==> src/rtl/vend_pkg.sv <==
// Shared vending definitions: denominations, their dollar values and the
// change-dispenser state encoding. Also used by the deposit decoder and accumulator.
package vend_pkg;

  typedef enum logic [1:0] {
    DEN_NONE,
    DEN_ONE,
    DEN_FIVE,
    DEN_TEN
  } denom_t;

  localparam int unsigned DEN_ONE_VAL  = 1;
  localparam int unsigned DEN_FIVE_VAL = 5;
  localparam int unsigned DEN_TEN_VAL  = 10;

  typedef enum logic [2:0] {
    ST_IDLE,
    ST_SELECT,
    ST_PULSE,
    ST_GAP,
    ST_DONE
  } disp_state_t;

  function automatic int unsigned denom_value(input denom_t denom);
    int unsigned value;
    case (denom)
      DEN_ONE:  value = DEN_ONE_VAL;
      DEN_FIVE: value = DEN_FIVE_VAL;
      DEN_TEN:  value = DEN_TEN_VAL;
      default:  value = 0;
    endcase
    return value;
  endfunction

endpackage

==> src/rtl/denom_select.sv <==
// Greedy denomination choice: the largest bill not exceeding the amount,
// together with its dollar value. Purely combinational.
module denom_select
  import vend_pkg::*;
#(
  parameter int AMT_W = 8
) (
  input  logic [AMT_W-1:0] amount,
  output denom_t           denom,
  output logic [AMT_W-1:0] value
);

  // NOTE: every output gets a default before any branch, so no path can infer a latch.
  always_comb begin
    denom = DEN_NONE;
    if (amount >= AMT_W'(DEN_TEN_VAL)) begin
      denom = DEN_TEN;
    end else if (amount >= AMT_W'(DEN_FIVE_VAL)) begin
      denom = DEN_FIVE;
    end else if (amount != '0) begin
      denom = DEN_ONE;
    end
    value = AMT_W'(denom_value(denom));
  end

endmodule

==> src/rtl/change_dispenser.sv <==
// Turns a change amount into timed $10/$5/$1 dispense pulses, largest bill first,
// then strobes done for one cycle.
module change_dispenser
  import vend_pkg::*;
#(
  parameter int AMT_W        = 8,
  parameter int PULSE_CYCLES = 4,
  parameter int GAP_CYCLES   = 2
) (
  input  logic             clk,
  input  logic             rst,
  input  logic             start,
  input  logic [AMT_W-1:0] change_amt,
  input  logic             hold,
  output logic             disp_ten,
  output logic             disp_five,
  output logic             disp_one,
  output logic             busy,
  output logic             done,
  output logic [AMT_W-1:0] remaining
);

  localparam int MAX_CYC = (PULSE_CYCLES > GAP_CYCLES) ? PULSE_CYCLES : GAP_CYCLES;
  localparam int TMR_W   = (MAX_CYC > 1) ? $clog2(MAX_CYC) : 1;
  localparam logic [TMR_W-1:0] PULSE_LAST = TMR_W'(PULSE_CYCLES - 1);
  localparam logic [TMR_W-1:0] GAP_LAST   = TMR_W'(GAP_CYCLES - 1);

  disp_state_t      state_q, state_d;
  logic [TMR_W-1:0] timer_q, timer_d;
  logic [AMT_W-1:0] remaining_q, remaining_d;
  denom_t           denom_q, denom_d;
  logic [AMT_W-1:0] value_q, value_d;

  denom_t           sel_denom;
  logic [AMT_W-1:0] sel_value;

  denom_select #(
    .AMT_W (AMT_W)
  ) u_denom_select (
    .amount (remaining_q),
    .denom  (sel_denom),
    .value  (sel_value)
  );

  // NOTE: non-blocking assignments so every register samples pre-edge values.
  always_ff @(posedge clk) begin
    if (rst) begin
      state_q     <= ST_IDLE;
      timer_q     <= '0;
      remaining_q <= '0;
      denom_q     <= DEN_NONE;
      value_q     <= '0;
    end else begin
      state_q     <= state_d;
      timer_q     <= timer_d;
      remaining_q <= remaining_d;
      denom_q     <= denom_d;
      value_q     <= value_d;
    end
  end

  always_comb begin
    state_d     = state_q;
    timer_d     = timer_q;
    remaining_d = remaining_q;
    denom_d     = denom_q;
    value_d     = value_q;

    case (state_q)
      ST_IDLE: begin
        if (start) begin
          remaining_d = change_amt;
          state_d     = ST_SELECT;
        end
      end

      ST_SELECT: begin
        if (remaining_q == '0) begin
          state_d = ST_DONE;
        end else if (!hold) begin
          denom_d = sel_denom;
          value_d = sel_value;
          timer_d = '0;
          state_d = ST_PULSE;
        end
      end

      // Selection guaranteed remaining >= value, so this subtraction cannot wrap.
      ST_PULSE: begin
        if (timer_q == PULSE_LAST) begin
          remaining_d = remaining_q - value_q;
          timer_d     = '0;
          state_d     = ST_GAP;
        end else begin
          timer_d = timer_q + TMR_W'(1);
        end
      end

      ST_GAP: begin
        if (timer_q == GAP_LAST) begin
          timer_d = '0;
          state_d = ST_SELECT;
        end else begin
          timer_d = timer_q + TMR_W'(1);
        end
      end

      ST_DONE: state_d = ST_IDLE;

      default: state_d = ST_IDLE;
    endcase
  end

  assign disp_ten  = (state_q == ST_PULSE) && (denom_q == DEN_TEN);
  assign disp_five = (state_q == ST_PULSE) && (denom_q == DEN_FIVE);
  assign disp_one  = (state_q == ST_PULSE) && (denom_q == DEN_ONE);
  assign busy      = (state_q == ST_SELECT) || (state_q == ST_PULSE) || (state_q == ST_GAP);
  assign done      = (state_q == ST_DONE);
  assign remaining = remaining_q;

endmodule

==> config.mk <==
export PLATFORM = sky130hd
export DESIGN_NAME = change_dispenser
export DESIGN_NICKNAME = d
export VERILOG_FILES = /design/src/rtl/vend_pkg.sv /design/src/rtl/denom_select.sv /design/src/rtl/change_dispenser.sv
export SDC_FILE = /design/constraint.sdc
export NUM_CORES = 1
export LEC_CHECK = 0
export ABC_CLOCK_PERIOD_IN_PS = 2600
export BUFFER_PORTS_ARGS = -buffer_cell sky130_fd_sc_hd__buf_2
export CORE_UTILIZATION = 41
export DETAILED_ROUTE_END_ITERATION = 16
export PLACE_DENSITY = 0.62
export SLEW_MARGIN = 20
export SYNTH_ARGS = -nofsm -noshare
export SYNTH_HDL_FRONTEND = slang
export SYNTH_SLANG_ARGS = --single-unit
==> constraint.sdc <==
create_clock -name clk -period 2.6 [get_ports clk]
set_input_delay 0.26 -clock clk [delete_from_list [all_inputs] [get_ports clk]]
set_output_delay 0.26 -clock clk [all_outputs]
set_load 0.005 [all_outputs]
==> results of run 1 <==
metrics by stage:
step	setup WS (ns)	power [mW]	utilization, %	hold slack, ns
detailed placement	0.745	1.42	48.3	0.485
finish	0.683	1.60	49.6	0.219
global route	0.558	1.75	49.6	0.216
floorplan	0.862	1.22	-	0.422
CTS	0.662	1.60	49.6	0.211
global placement	0.764	1.39	48.3	0.484
per-layer routing:
metal,global-route usage (%),wire (um)
met5,0,0
met4,5.92,25
met3,2.72,148
met2,29.2,1230
met1,25.2,1360
power by group through the flow:
stage          Clock (mW)  Sequential [mW]  Combinational [mW]
5_1_grt             0.201            0.517                1.03
3_5_place_dp            0            0.501               0.915
3_3_place_gp            0            0.494               0.899
2_1_floorplan           0            0.450               0.772
6_report            0.183            0.497               0.923
4_1_cts             0.191            0.495               0.919
final cells by class:
type | instances | area (sq um)
multi-input combinational | 117 | 796
timing repair buffer | 25 | 128
tap | 31 | 38.8
clock buffer | 4 | 36.3
fill | 274 | 1410
sequential | 18 | 360
inverter | 9 | 33.8
registers in the layout, summed over array words and instances (netlist names):
name and count:
state_q 3, remaining 8, timer_q 2, value_q 3, denom_q 2
synthesized netlist by cell type, drive strengths merged, types with 3 or more instances:
cell / number
a211oi: 4
inv: 9
buf: 6
nor3: 9
nor2: 23
nand3: 4
a21oi: 9
nand2: 13
nor2b: 3
dfxtp: 18
ha: 9
a31oi: 5
mux2i: 7
cell families after synthesis:
kind of cell               count (synthesis)  share of synthesized area [%]
buffers and inverters                     17                           7.13
xor gates and xnor gates                   2                           1.41
and+or+nand+nor                           65                           28.2
DFF                                       18                           28.9
AOI/OAI and AO/OA                         33                           18.0
adders and majority gates                 10                           10.7
muxes                                      7                           5.63
worst max-delay path, cell delays in order (launching register included):
cell     delay (ns)
dfxtp_1        0.47
or3b_4         0.55
nor3b_1        0.21
buf_2          0.14
worst paths after layout:
path                            slack (ns)  cells past startpoint           from           end
worst max-delay path                  0.68                      3     state_q[0]     disp_five
worst min-delay path                  0.22                      3  change_amt[5]  remaining[5]
worst max register to register        0.68                      9   remaining[0]  remaining[6]
worst min register to register        0.51                      2     value_q[2]    value_q[2]
==> results_dict.tcl, run 1 <==
set metrics [dict create \
    placed_area_sq_mm 0.00136 \
    clockBufferDepth 2 \
    cts-resized-gates 0 \
    post_cts_buffers 0 \
    mostFrequentLayoutCells "buf_2 (24), nor2_1 (22), dfxtp_1 (18), nand2_1 (12)" \
    placement_rows 19 \
    wl_um 2770 \
    cts_buffers 3 \
    skew_ns 0.00195 \
    critPathKind "reg2out" \
    cap_violations 0 \
    path_max_fanout 12 \
    path_clk_slew_ns 0.11 \
    synth-seq-cells 18 \
    grt_antenna_before_repair 0 \
    final_common_cell "buf_2" \
    swShare_pct 46.1 \
    die_y_um 57.1 \
    syn-mean-instance-area_sq_um 8.19 \
    combPwrFrac_pct 57.6 \
    drv_slew 0 \
    dp_hpwl_um 2020 \
    synthCells 152 \
    grt_max_degree 19 \
    syn_nets 174 \
    initial_core_util_pct 44.4 \
    fin_tns_setup_ns 0 \
    clock_latency_ns 0.30 \
    setup_violations 0 \
    gp_congestion 0.824 \
    ctsRootBufferMaster "clkbuf_4" \
    yosysSeqAreaShare_pct 28.9 \
    syn_area_sq_mm 0.00124 \
    nNetsFinal 196 \
    synthTopCellsByArea "dfxtp_1 (29%), ha_1 (9.0%), nor2_1 (6.6%)" \
    tightest_slew_ns 0.454 \
    layout.cells.non_filler 204 \
    wire_per_inst_um 13.6 \
    violations "DRC" \
    pwr-share-clk_pct 11.4 \
    place_inst 200 \
    drc_errors 2 \
    power.ir.vdd_worst_uv 487 \
    min-delay-path-class "in2reg" \
    dr.pass1.iters 10 \
    rsz0062_at_grt "false" \
    ctsHtreeMaxLevel 1 \
    clkSinkCount 18 \
    port_buffers 24 \
    design_area_sq_mm 0.00139 \
    power.internal_uw 864 \
    dieArea_sq_mm 0.00326 \
    crit_required_ns 2.34 \
    ant_nets 0 \
    p_leak_nw 0.622 \
    seq_power_share_pct 31.0 \
    areaGrowthSynthToFinish_pct 11.9 \
    drive_gt1_share_pct 22.0 \
    p_per_area_mw_per_mm2 1150 \
    fin_crit_sh_pct 73.7 \
    grt_pass1_vias 1021 \
    grt_pass1_wl_um 4640 \
    power.switching_uw 739 \
    async_flop_share_pct 0 \
    synth_top_area_cell "dfxtp_1" \
    synth_edf_count 0 \
    slew-limit-headroom_pct 69.7 \
    drtIter0Drc 39 \
    core_sq_mm 0.00281 \
    timing_hold_violations_final 0 \
    fmax_ghz 0.522 \
    synth_top_area_share_pct 28.9 \
    dieWidth_um 57.1 \
    start_kind "register" \
    io_pins 25 \
    yosys.cell_types.count 45 \
    worstSetupEndpointType "output port" \
    via_per_inst 5.61 \
    period_needed_ns 1.92 \
    grt-ovfl-total 0 \
    ctsHoldBuffers 0 \
    cts_tree "yes" \
    yosysWarnings 0 \
    vias 1145 \
    grt.total_usage_pct 18.2 \
    cp_data_arrival_time_ns 1.66 \
    diodes 0 \
    synth_flop_cell "dfxtp_1" \
    status "finished with violations" \
]
(Power assumes the default switching activity.)
==> run 2: changes to the inputs <==
ABC_CLOCK_PERIOD_IN_PS = 1800   (was 2600)
clock period = 1.8 ns   (was 2.6 ns; I/O delays follow)
==> results_dict.tcl, run 2 (synthesis results as in run 1) <==
set metrics [dict create \
    status "finished with violations" \
    violations "DRC" \
    clock_latency_ns 0.30 \
    wl_um 2990 \
    via_per_inst 5.54 \
    wire_per_inst_um 14.0 \
    min-delay-path-class "in2reg" \
    grt_max_degree 19 \
    grt_pass1_vias 1073 \
    power_mw 2.53 \
    drv_slew 0 \
    initial_core_util_pct 44.4 \
    io_pins 25 \
    period_needed_ns 1.75 \
    p_leak_nw 0.678 \
    worst_slack_ns 0.0520 \
    drive_gt1_share_pct 33.3 \
    dr.pass1.iters 10 \
    drtIter0Drc 35 \
    path_clk_slew_ns 0.12 \
    nNetsFinal 206 \
    reg2reg_slack_ns 0.05 \
    slew-limit-headroom_pct 73.5 \
    final_common_cell "buf_2" \
    drc_errors 2 \
    diodes 0 \
    holdWs_ns 0.125 \
    skew_ns 0.00693 \
    grt_antenna_before_repair 0 \
    critPathKind "reg2reg" \
    die_y_um 57.1 \
    path_max_fanout 4 \
    rsz0062_at_grt "true" \
    fillers 285 \
    start_kind "register" \
    placed_area_sq_mm 0.00140 \
    clockBufferDepth 2 \
    ctsRootBufferMaster "clkbuf_4" \
    ant_nets 0 \
    power.ir.vdd_worst_uv 643 \
    fin_crit_sh_pct 97.1 \
    dp_hpwl_um 2180 \
    worstSetupEndpointType "register" \
    tightest_slew_ns 0.386 \
    fmax_ghz 0.572 \
    areaGrowthSynthToFinish_pct 20.6 \
    grt-ovfl-total 0 \
    cts_tree "yes" \
    mostFrequentLayoutCells "buf_2 (24), nor2_1 (22), dfxtp_1 (12), nand2_1 (11), buf_4 (11)" \
    dieArea_sq_mm 0.00326 \
    ctsHtreeMaxLevel 1 \
    vias 1186 \
    dieWidth_um 57.1 \
    grt.total_usage_pct 19.7 \
    clkSinkCount 18 \
    p_per_area_mw_per_mm2 1680 \
    placement_rows 19 \
    pre_cts_ws_ns 0.00461 \
    largest_reg_flops 8 \
    port_buffers 24 \
    gp_congestion 0.817 \
    cp_data_arrival_time_ns 1.94 \
    design_area_sq_mm 0.00150 \
    setup_violations 0 \
    timing_hold_violations_final 0 \
    cts_buffers 3 \
    core_sq_mm 0.00281 \
    cap_violations 0 \
    grt_pass1_wl_um 5010 \
    crit_required_ns 1.99 \
]
[run 2: cell types whose count changed in the layout (fill, tap and decap cells not counted), sizes merged]
cell / before / now
buf: 25 / 35
[run 2: worst paths after layout]
kind	from	to	cells after the start
setup / recovery	value_q[2]	remaining[5]	7
hold / removal	change_amt[1]	remaining[1]	3
setup reg to reg	value_q[2]	remaining[5]	7
hold reg to reg	value_q[2]	value_q[2]	2
[run 2: routing by layer]
metal / track usage (%) / up-vias / part of all wire, %
met3: 2.04 / 4 / 4.2
met4: 6.97 / 0 / 1.5
met5: 0 / - / 0
met1: 27.7 / 554 / 48
li1: - / 600 / -
met2: 31.4 / 28 / 47
[run 2: stage by stage]
stage	utilization, %	TNS, ns	instances
6_report	53.5	0	214
5_1_grt	53.5	-0.120	214
4_1_cts	51.7	0	211
3_5_place_dp	50.0	0	206
3_3_place_gp	50.0	0	206
2_1_floorplan	-	0	152
[run 2: report_power, final]
group,switching [mW],total (mW),internal (mW)
Sequential,0.153,0.679,0.526
Combinational,0.841,1.59,0.747
Clock,0.139,0.263,0.123
[run 2: layout make-up]
type	count	area, sq um	share of cell area, %
clock buffers	4	36.3	2.42
inverters	9	33.8	2.25
multi-input cells	117	822	54.7
flip-flops and latches	18	368	24.5
well taps	31	38.8	2.58
repair buffers	35	203	13.5
[run 2: critical path: stages (launching register included)]
cell	delay, ns
dfxtp_2	0.35
inv_1	0.05
ha_1	0.21
or2_1	0.26
o221a_2	0.26
o311a_1	0.28
a31oi_1	0.14
a31oi_1	0.09
[run 2: timing repair]
item / 4_1_cts / 5_1_grt
setup buffers: 1 / 3
endpoints found under the setup margin: 3 / 8
resized for setup: 3 / 10
pin swaps: 2 / 5
hold buffers: 0 / 0
